## src/rtl/mrdy_waitgen_if.sv

```systemverilog
// Bus-side signals of the MRDY wait-state generator: Q/E phase, MMU selects,
// external wait request and the ready/status outputs back to the clock generator.
interface mrdy_waitgen_if;
    logic QX;
    logic EX;
    logic BA;
    logic nCSROM0;
    logic nCSROM1;
    logic nCSRAM;
    logic nCSUART;
    logic nCSEXT;
    logic EXT_nWAIT;
    logic ERR_CLR;
    logic MRDY;
    logic STRETCHING;
    logic TIMEOUT_ERR;

    modport master (
        output QX, EX, BA, nCSROM0, nCSROM1, nCSRAM, nCSUART, nCSEXT, EXT_nWAIT, ERR_CLR,
        input  MRDY, STRETCHING, TIMEOUT_ERR
    );

    modport slave (
        input  QX, EX, BA, nCSROM0, nCSROM1, nCSRAM, nCSUART, nCSEXT, EXT_nWAIT, ERR_CLR,
        output MRDY, STRETCHING, TIMEOUT_ERR
    );
endinterface

```

## src/rtl/mrdy_waitgen.sv

```systemverilog
// Wait-state generator: holds MRDY low to stretch E-high in phase 01 by a
// per-device count, optionally extended by a synchronised external wait with timeout.
module mrdy_waitgen #(
    parameter int unsigned WS_ROM0 = 0,
    parameter int unsigned WS_ROM1 = 0,
    parameter int unsigned WS_RAM  = 0,
    parameter int unsigned WS_UART = 2,
    parameter int unsigned WS_EXT  = 1,
    parameter int unsigned TIMEOUT = 255
) (
    input  logic          CLKX4,
    input  logic          nRESET,
    mrdy_waitgen_if.slave bus
);

    if (WS_ROM0 > 15 || WS_ROM1 > 15 || WS_RAM > 15 || WS_UART > 15 || WS_EXT > 15) begin : g_ws_range
        $error("mrdy_waitgen: WS_* parameters must be in 0..15");
    end
    if (TIMEOUT > 255) begin : g_timeout_range
        $error("mrdy_waitgen: TIMEOUT must fit in 8 bits");
    end

    localparam logic [3:0] WS_ROM0_L = 4'(WS_ROM0);
    localparam logic [3:0] WS_ROM1_L = 4'(WS_ROM1);
    localparam logic [3:0] WS_RAM_L  = 4'(WS_RAM);
    localparam logic [3:0] WS_UART_L = 4'(WS_UART);
    localparam logic [3:0] WS_EXT_L  = 4'(WS_EXT);
    localparam logic [7:0] TLAST     = 8'(TIMEOUT - 1);

    typedef enum logic [1:0] {
        IDLE    = 2'd0,
        STRETCH = 2'd1,
        EXTWAIT = 2'd2
    } state_t;

    function automatic logic [3:0] max4(input logic [3:0] a, input logic [3:0] b);
        return (a > b) ? a : b;
    endfunction

    state_t     state_q, state_d;
    logic [3:0] cnt_q, cnt_d;
    logic [7:0] tcnt_q, tcnt_d;
    logic       mrdy_q, mrdy_d;
    logic       str_q, str_d;
    logic       err_q, err_d;
    logic [1:0] sync_q;
    logic       nwait_s;
    logic       launch;
    logic       out_of_step;
    logic       err_set;
    logic [3:0] n_sel;

    assign nwait_s     = sync_q[1];
    assign launch      = bus.QX & bus.EX;
    assign out_of_step = ~bus.QX & ~bus.EX;

    always_comb begin
        n_sel = 4'd0;
        if (!bus.nCSROM0) n_sel = max4(n_sel, WS_ROM0_L);
        if (!bus.nCSROM1) n_sel = max4(n_sel, WS_ROM1_L);
        if (!bus.nCSRAM)  n_sel = max4(n_sel, WS_RAM_L);
        if (!bus.nCSUART) n_sel = max4(n_sel, WS_UART_L);
        if (!bus.nCSEXT)  n_sel = max4(n_sel, WS_EXT_L);
    end

    always_ff @(posedge CLKX4 or negedge nRESET) begin
        if (!nRESET) begin
            sync_q  <= 2'b11;
            state_q <= IDLE;
            cnt_q   <= 4'd0;
            tcnt_q  <= 8'd0;
            mrdy_q  <= 1'b1;
            str_q   <= 1'b0;
            err_q   <= 1'b0;
        end else begin
            sync_q  <= {sync_q[0], bus.EXT_nWAIT};
            state_q <= state_d;
            cnt_q   <= cnt_d;
            tcnt_q  <= tcnt_d;
            mrdy_q  <= mrdy_d;
            str_q   <= str_d;
            err_q   <= err_d;
        end
    end

    // Anything other than an explicit hold below releases E on this edge.
    always_comb begin
        state_d = state_q;
        cnt_d   = cnt_q;
        tcnt_d  = tcnt_q;
        mrdy_d  = 1'b1;
        str_d   = 1'b0;
        err_set = 1'b0;
        case (state_q)
            IDLE: begin
                if (launch && !bus.BA) begin
                    if (n_sel != 4'd0) begin
                        cnt_d   = n_sel;
                        mrdy_d  = 1'b0;
                        str_d   = 1'b1;
                        state_d = STRETCH;
                    end else if (!bus.nCSEXT) begin
                        tcnt_d  = 8'd0;
                        mrdy_d  = 1'b0;
                        str_d   = 1'b1;
                        state_d = EXTWAIT;
                    end
                end
            end
            STRETCH: begin
                if (out_of_step) begin
                    state_d = IDLE;
                end else begin
                    cnt_d = cnt_q - 4'd1;
                    if (cnt_q <= 4'd1) begin
                        if (!bus.nCSEXT) begin
                            tcnt_d  = 8'd0;
                            mrdy_d  = 1'b0;
                            str_d   = 1'b1;
                            state_d = EXTWAIT;
                        end else begin
                            state_d = IDLE;
                        end
                    end else begin
                        mrdy_d = 1'b0;
                        str_d  = 1'b1;
                    end
                end
            end
            EXTWAIT: begin
                if (out_of_step) begin
                    state_d = IDLE;
                end else if (nwait_s || tcnt_q == TLAST) begin
                    err_set = ~nwait_s;
                    state_d = IDLE;
                end else begin
                    tcnt_d = tcnt_q + 8'd1;
                    mrdy_d = 1'b0;
                    str_d  = 1'b1;
                end
            end
            default: state_d = IDLE;
        endcase
    end

    // A timeout on the same edge as ERR_CLR must not be lost.
    always_comb begin
        err_d = err_q;
        if (bus.ERR_CLR) err_d = 1'b0;
        if (err_set)     err_d = 1'b1;
    end

    assign bus.MRDY        = mrdy_q;
    assign bus.STRETCHING  = str_q;
    assign bus.TIMEOUT_ERR = err_q;

endmodule

```

## src/flat_wrapper.sv

```systemverilog
// flat-port wrapper written by rule: the top's interface ports become plain ports
module mrdy_waitgen_flat 
#(
    parameter int unsigned WS_ROM0 = 0,
    parameter int unsigned WS_ROM1 = 0,
    parameter int unsigned WS_RAM  = 0,
    parameter int unsigned WS_UART = 2,
    parameter int unsigned WS_EXT  = 1,
    parameter int unsigned TIMEOUT = 255
)
  (CLKX4, nRESET, bus_QX, bus_EX, bus_BA, bus_nCSROM0, bus_nCSROM1, bus_nCSRAM, bus_nCSUART, bus_nCSEXT, bus_EXT_nWAIT, bus_ERR_CLR, bus_MRDY, bus_STRETCHING, bus_TIMEOUT_ERR);
  mrdy_waitgen_if bus_i ();
  input  logic CLKX4;
  input  logic nRESET;
  input wire logic [$bits(bus_i.QX)-1:0] bus_QX;
  input wire logic [$bits(bus_i.EX)-1:0] bus_EX;
  input wire logic [$bits(bus_i.BA)-1:0] bus_BA;
  input wire logic [$bits(bus_i.nCSROM0)-1:0] bus_nCSROM0;
  input wire logic [$bits(bus_i.nCSROM1)-1:0] bus_nCSROM1;
  input wire logic [$bits(bus_i.nCSRAM)-1:0] bus_nCSRAM;
  input wire logic [$bits(bus_i.nCSUART)-1:0] bus_nCSUART;
  input wire logic [$bits(bus_i.nCSEXT)-1:0] bus_nCSEXT;
  input wire logic [$bits(bus_i.EXT_nWAIT)-1:0] bus_EXT_nWAIT;
  input wire logic [$bits(bus_i.ERR_CLR)-1:0] bus_ERR_CLR;
  output wire logic [$bits(bus_i.MRDY)-1:0] bus_MRDY;
  output wire logic [$bits(bus_i.STRETCHING)-1:0] bus_STRETCHING;
  output wire logic [$bits(bus_i.TIMEOUT_ERR)-1:0] bus_TIMEOUT_ERR;
  assign bus_i.QX = bus_QX;
  assign bus_i.EX = bus_EX;
  assign bus_i.BA = bus_BA;
  assign bus_i.nCSROM0 = bus_nCSROM0;
  assign bus_i.nCSROM1 = bus_nCSROM1;
  assign bus_i.nCSRAM = bus_nCSRAM;
  assign bus_i.nCSUART = bus_nCSUART;
  assign bus_i.nCSEXT = bus_nCSEXT;
  assign bus_i.EXT_nWAIT = bus_EXT_nWAIT;
  assign bus_i.ERR_CLR = bus_ERR_CLR;
  assign bus_MRDY = bus_i.MRDY;
  assign bus_STRETCHING = bus_i.STRETCHING;
  assign bus_TIMEOUT_ERR = bus_i.TIMEOUT_ERR;
  mrdy_waitgen #(.WS_ROM0(WS_ROM0), .WS_ROM1(WS_ROM1), .WS_RAM(WS_RAM), .WS_UART(WS_UART), .WS_EXT(WS_EXT), .TIMEOUT(TIMEOUT)) u_core (.CLKX4(CLKX4), .nRESET(nRESET), .bus(bus_i));
endmodule
```

## config.mk

```make
export PLATFORM = sky130hd
export DESIGN_NAME = mrdy_waitgen_flat
export DESIGN_NICKNAME = d
export VERILOG_FILES = /design/src/rtl/mrdy_waitgen_if.sv /design/src/rtl/mrdy_waitgen.sv /design/src/flat_wrapper.sv
export SDC_FILE = /design/constraint.sdc
export NUM_CORES = 1
export LEC_CHECK = 0
export CAP_MARGIN = 20
export CORE_MARGIN = 3
export CORE_UTILIZATION = 48
export CTS_CLUSTER_DIAMETER = 60
export DETAILED_ROUTE_END_ITERATION = 10
export PLACE_DENSITY_LB_ADDON = 0.3
export REMOVE_ABC_BUFFERS = 1
export SLEW_MARGIN = 10
export SYNTH_ARGS = -nofsm -noshare
export SYNTH_HDL_FRONTEND = slang
export SYNTH_SLANG_ARGS = --single-unit
export TNS_END_PERCENT = 30
```

## constraint.sdc

```tcl
create_clock -name CLKX4 -period 2.55 [get_ports CLKX4]
set_clock_uncertainty 0.05 [all_clocks]
set_input_delay 0.51 -clock CLKX4 [delete_from_list [all_inputs] [get_ports CLKX4]]
set_output_delay 0.51 -clock CLKX4 [all_outputs]
set_load 0.01 [all_outputs]
```

==> impl_metrics.toml <==
[outcome]
status = "complete, no violations"

[grt]
grt_busiest_layer = "met2"
grtUsageMet1_pct = 23.1
gr-usage-met3_pct = 3.12
grt_pass1_vias = 1027
antenna_found_initial = 0
overflow = 0
grt_max_degree = 20
grt_usage_pct = 17.8
grt_pass1_wl_um = 4610
grt_use_met2_pct = 28.5

[detailed_routing]
vias = 1136
wl_per_cell_um = 14.9
drt_iter0_markers = 42
via_per_inst = 6.17
post-route-drc-count = 0
drt_pass1_iterations = 4
finalWirelength_um = 2750
ant_nets = 0

[flow_run]
cap_violations = 0

[sta]
slew_headroom_pct = 68.3
fmax_mhz = 454
drv_slew = 0
worst_pin_slew_ps = 471
fin_crit_sh_pct = 86.4
rsz0062_at_grt = "false"
post-route-min-period_ps = 2200
setup_viol_count_final = 0
hold_violations = 0
tns_ps = 0

[clock_tree]
worstSkewPairLatency_ps = 300
cts_tree = "built"
holdBufCountCts = 0
cts_buffers = 3
max-clock-path-buffers = 2
htreeDepth = 1
cts_resized = 0
postCtsSetupBuffers = 0
clockRootBuffer = "clkbuf_4"
cts.sinks = 19
clkTransAtPathRegs_ps = 110

[synthesis]
ys_ff_latch = 19
synth_flop_cell = "dfrtp_1"
postSynthAreaPerCell_um2 = 9.69
synth_edf_count = 0
syn_area_um2 = 1310
ys_warn_count = 0
postSynthCellCount = 135
synth.distinct_cells = 49
async_reset_ff_share_pct = 100
ys_seq_area_share_pct = 36.6

[setup_path]
crit_top_cell = "inv_1"
endpoint = "u_core.state_q[0]"
cp-end-kind = "register"
critPathKind = "reg2reg"
cpPeakStageDelay_ps = 430
regToRegSetupSlack_ps = 350
r2r-start = "u_core.state_q[0]"
cp_num_cells = 6
worstPathCellList = "inv_1 -> ha_1 -> inv_1 -> or3_1 -> o221ai_1 -> mux2_2"
arrival_ps = 2350
slowest_stage = "dfrtp_1"
worstReg2RegEnd = "u_core.state_q[0]"
cp-start-kind = "register"
critPathMaxFanout = 8
reg2reg_depth = 6
worst_ep_required_time_ps = 2700
worstSetupStartpoint = "u_core.state_q[0]"
crit_family = "flip-flops"
critical_path_buf_inv_count = 2

[finish]
regArea_um2 = 479
fin_cells = 184
multi_input_area_um2 = 757
fillers = 230
drive_gt1_share_pct = 14.9
syn2layout_area_growth_pct = 16.2
antenna_cells = 0
utilization_pct = 59.7
finish.net_count = 175

[die]
die_area_um2 = 3390
die_w_um = 58.2
num_rows = 18
die_h_um = 58.2
start_util_pct = 51.4
pin_count = 15
fp.coreArea_um2 = 2540

[power_and_ir_drop]
leakage_nw = 0.633
p_per_area_nw_per_um2 = 881
ir_drop_uv = 610

[place]
place_congestion = 0.856
io_buffers = 11
hpwl_um = 2080
dpl.cell_count = 180

[worst_hold_path]
hp-class = "reg2reg"
-- Yosys cell counts, types with 2 or more instances --
cell	n	share of area, %
a211oi_1	2	1.1
nor3_1	4	1.5
a32o_1	3	2.3
o21ai_0	7	2.7
nand2b_1	2	0.96
nand4_1	2	0.96
a31oi_1	2	0.96
nor2_1	5	1.4
a21oi_1	6	2.3
o221ai_1	2	1.3
o211ai_1	7	4.0
a21boi_0	2	1.1
and3_1	2	0.96
a211o_1	2	1.3
dfstp_2	3	6.0
dfrtp_1	16	31
ha_1	8	7.6
nand2_1	7	2.0
inv_1	13	3.7
nor3b_1	2	1.1
nor4_1	2	0.96
o21a_1	2	1.1
nor2b_1	2	0.96
mux2_2	2	1.7
clkbuf_1	2	0.57
and2_1	4	1.9
or2_2	2	0.96
-- per-layer routing --
metal	routed length (um)	part of all wire, %
met1	1250	45
met2	1370	50
met3	91	3.3
met4	38	1.4
met5	0	0
-- state kept, by name (all words and copies together) (netlist names) --
signal,count
u_core.sync_q,2
u_core.bus.STRETCHING,1
u_core.state_q,2
u_core.bus.MRDY,1
u_core.cnt_q,4
u_core.tcnt_q,8
u_core.bus.TIMEOUT_ERR,1
-- worst reg2reg max path, cell delays in order, from the launching register on --
cell and delay [ps]:
dfrtp_1 430, inv_1 100, ha_1 340, inv_1 90, or3_1 410, o221ai_1 320
mux2_2 370
-- kinds of logic (layout without fill, tap and decap cells) --
family / Yosys count / after routing / share of synthesized area [%]
muxes: 3 / 3 / 2.49
DFF: 19 / 19 / 36.6
and+or+nand+nor: 41 / 41 / 18.6
AOI/OAI and AO/OA: 47 / 47 / 29.1
buffers and inverters: 17 / 36 / 5.54
adders and majority gates: 8 / 8 / 7.65
-- power by group --
group / switching, mW / leakage (nW) / total [mW] / internal [mW]
Combinational: 0.405 / 0.371 / 0.740 / 0.335
Sequential: 0.0634 / 0.245 / 0.444 / 0.381
Clock: 0.0968 / 0.0177 / 0.155 / 0.0585
Total: 0.565 / 0.633 / 1.34 / 0.774
-- cell usage in the layout (no fill, tap or decap), types with 3 or more instances in the layout --
master | synthesis | final
a21oi_1 | 6 | 6
a32o_1 | 3 | 3
and2_1 | 4 | 4
buf_4 | 0 | 8
clkbuf_4 | 0 | 3
clkdlybuf4s50_1 | 0 | 11
dfrtp_1 | 16 | 16
dfstp_2 | 3 | 3
ha_1 | 8 | 8
inv_1 | 13 | 13
nand2_1 | 7 | 7
nor2_1 | 5 | 5
nor3_1 | 4 | 4
o211ai_1 | 7 | 7
o21ai_0 | 7 | 7
-- worst min path at each step --
stage | from | end | depth (start not counted)
floorplan | nRESET | u_core.bus.STRETCHING | 0
global placement | u_core.sync_q[0] | u_core.sync_q[1] | 0
detailed placement | u_core.sync_q[0] | u_core.sync_q[1] | 0
CTS | u_core.sync_q[0] | u_core.sync_q[1] | 0
global route | u_core.sync_q[0] | u_core.sync_q[1] | 0
finish | u_core.sync_q[0] | u_core.sync_q[1] | 0
-- area by class of cell --
| class | instances | area share (%) |
|---|---|---|
| Multi-Input combinational cell | 99 | 49.8 |
| Clock buffer | 3 | 1.48 |
| Clock inverter | 1 | 0.329 |
| Inverter | 13 | 3.21 |
| Sequential cell | 19 | 31.5 |
| Tap cell | 30 | 2.47 |
| Timing Repair Buffer | 19 | 11.2 |
-- per-stage QoR --
stage	power [mW]	hold WS (ps)	area, um2	worst slack, ps
2_1_floorplan	0.944	164	1280	414
4_1_cts	1.34	314	1520	329
3_3_place_gp	1.16	296	1490	122
3_5_place_dp	1.18	297	1490	87.9
6_report	1.34	312	1520	348
5_1_grt	1.45	318	1520	235
No activity file was read; power rests on OpenSTA's default activity.
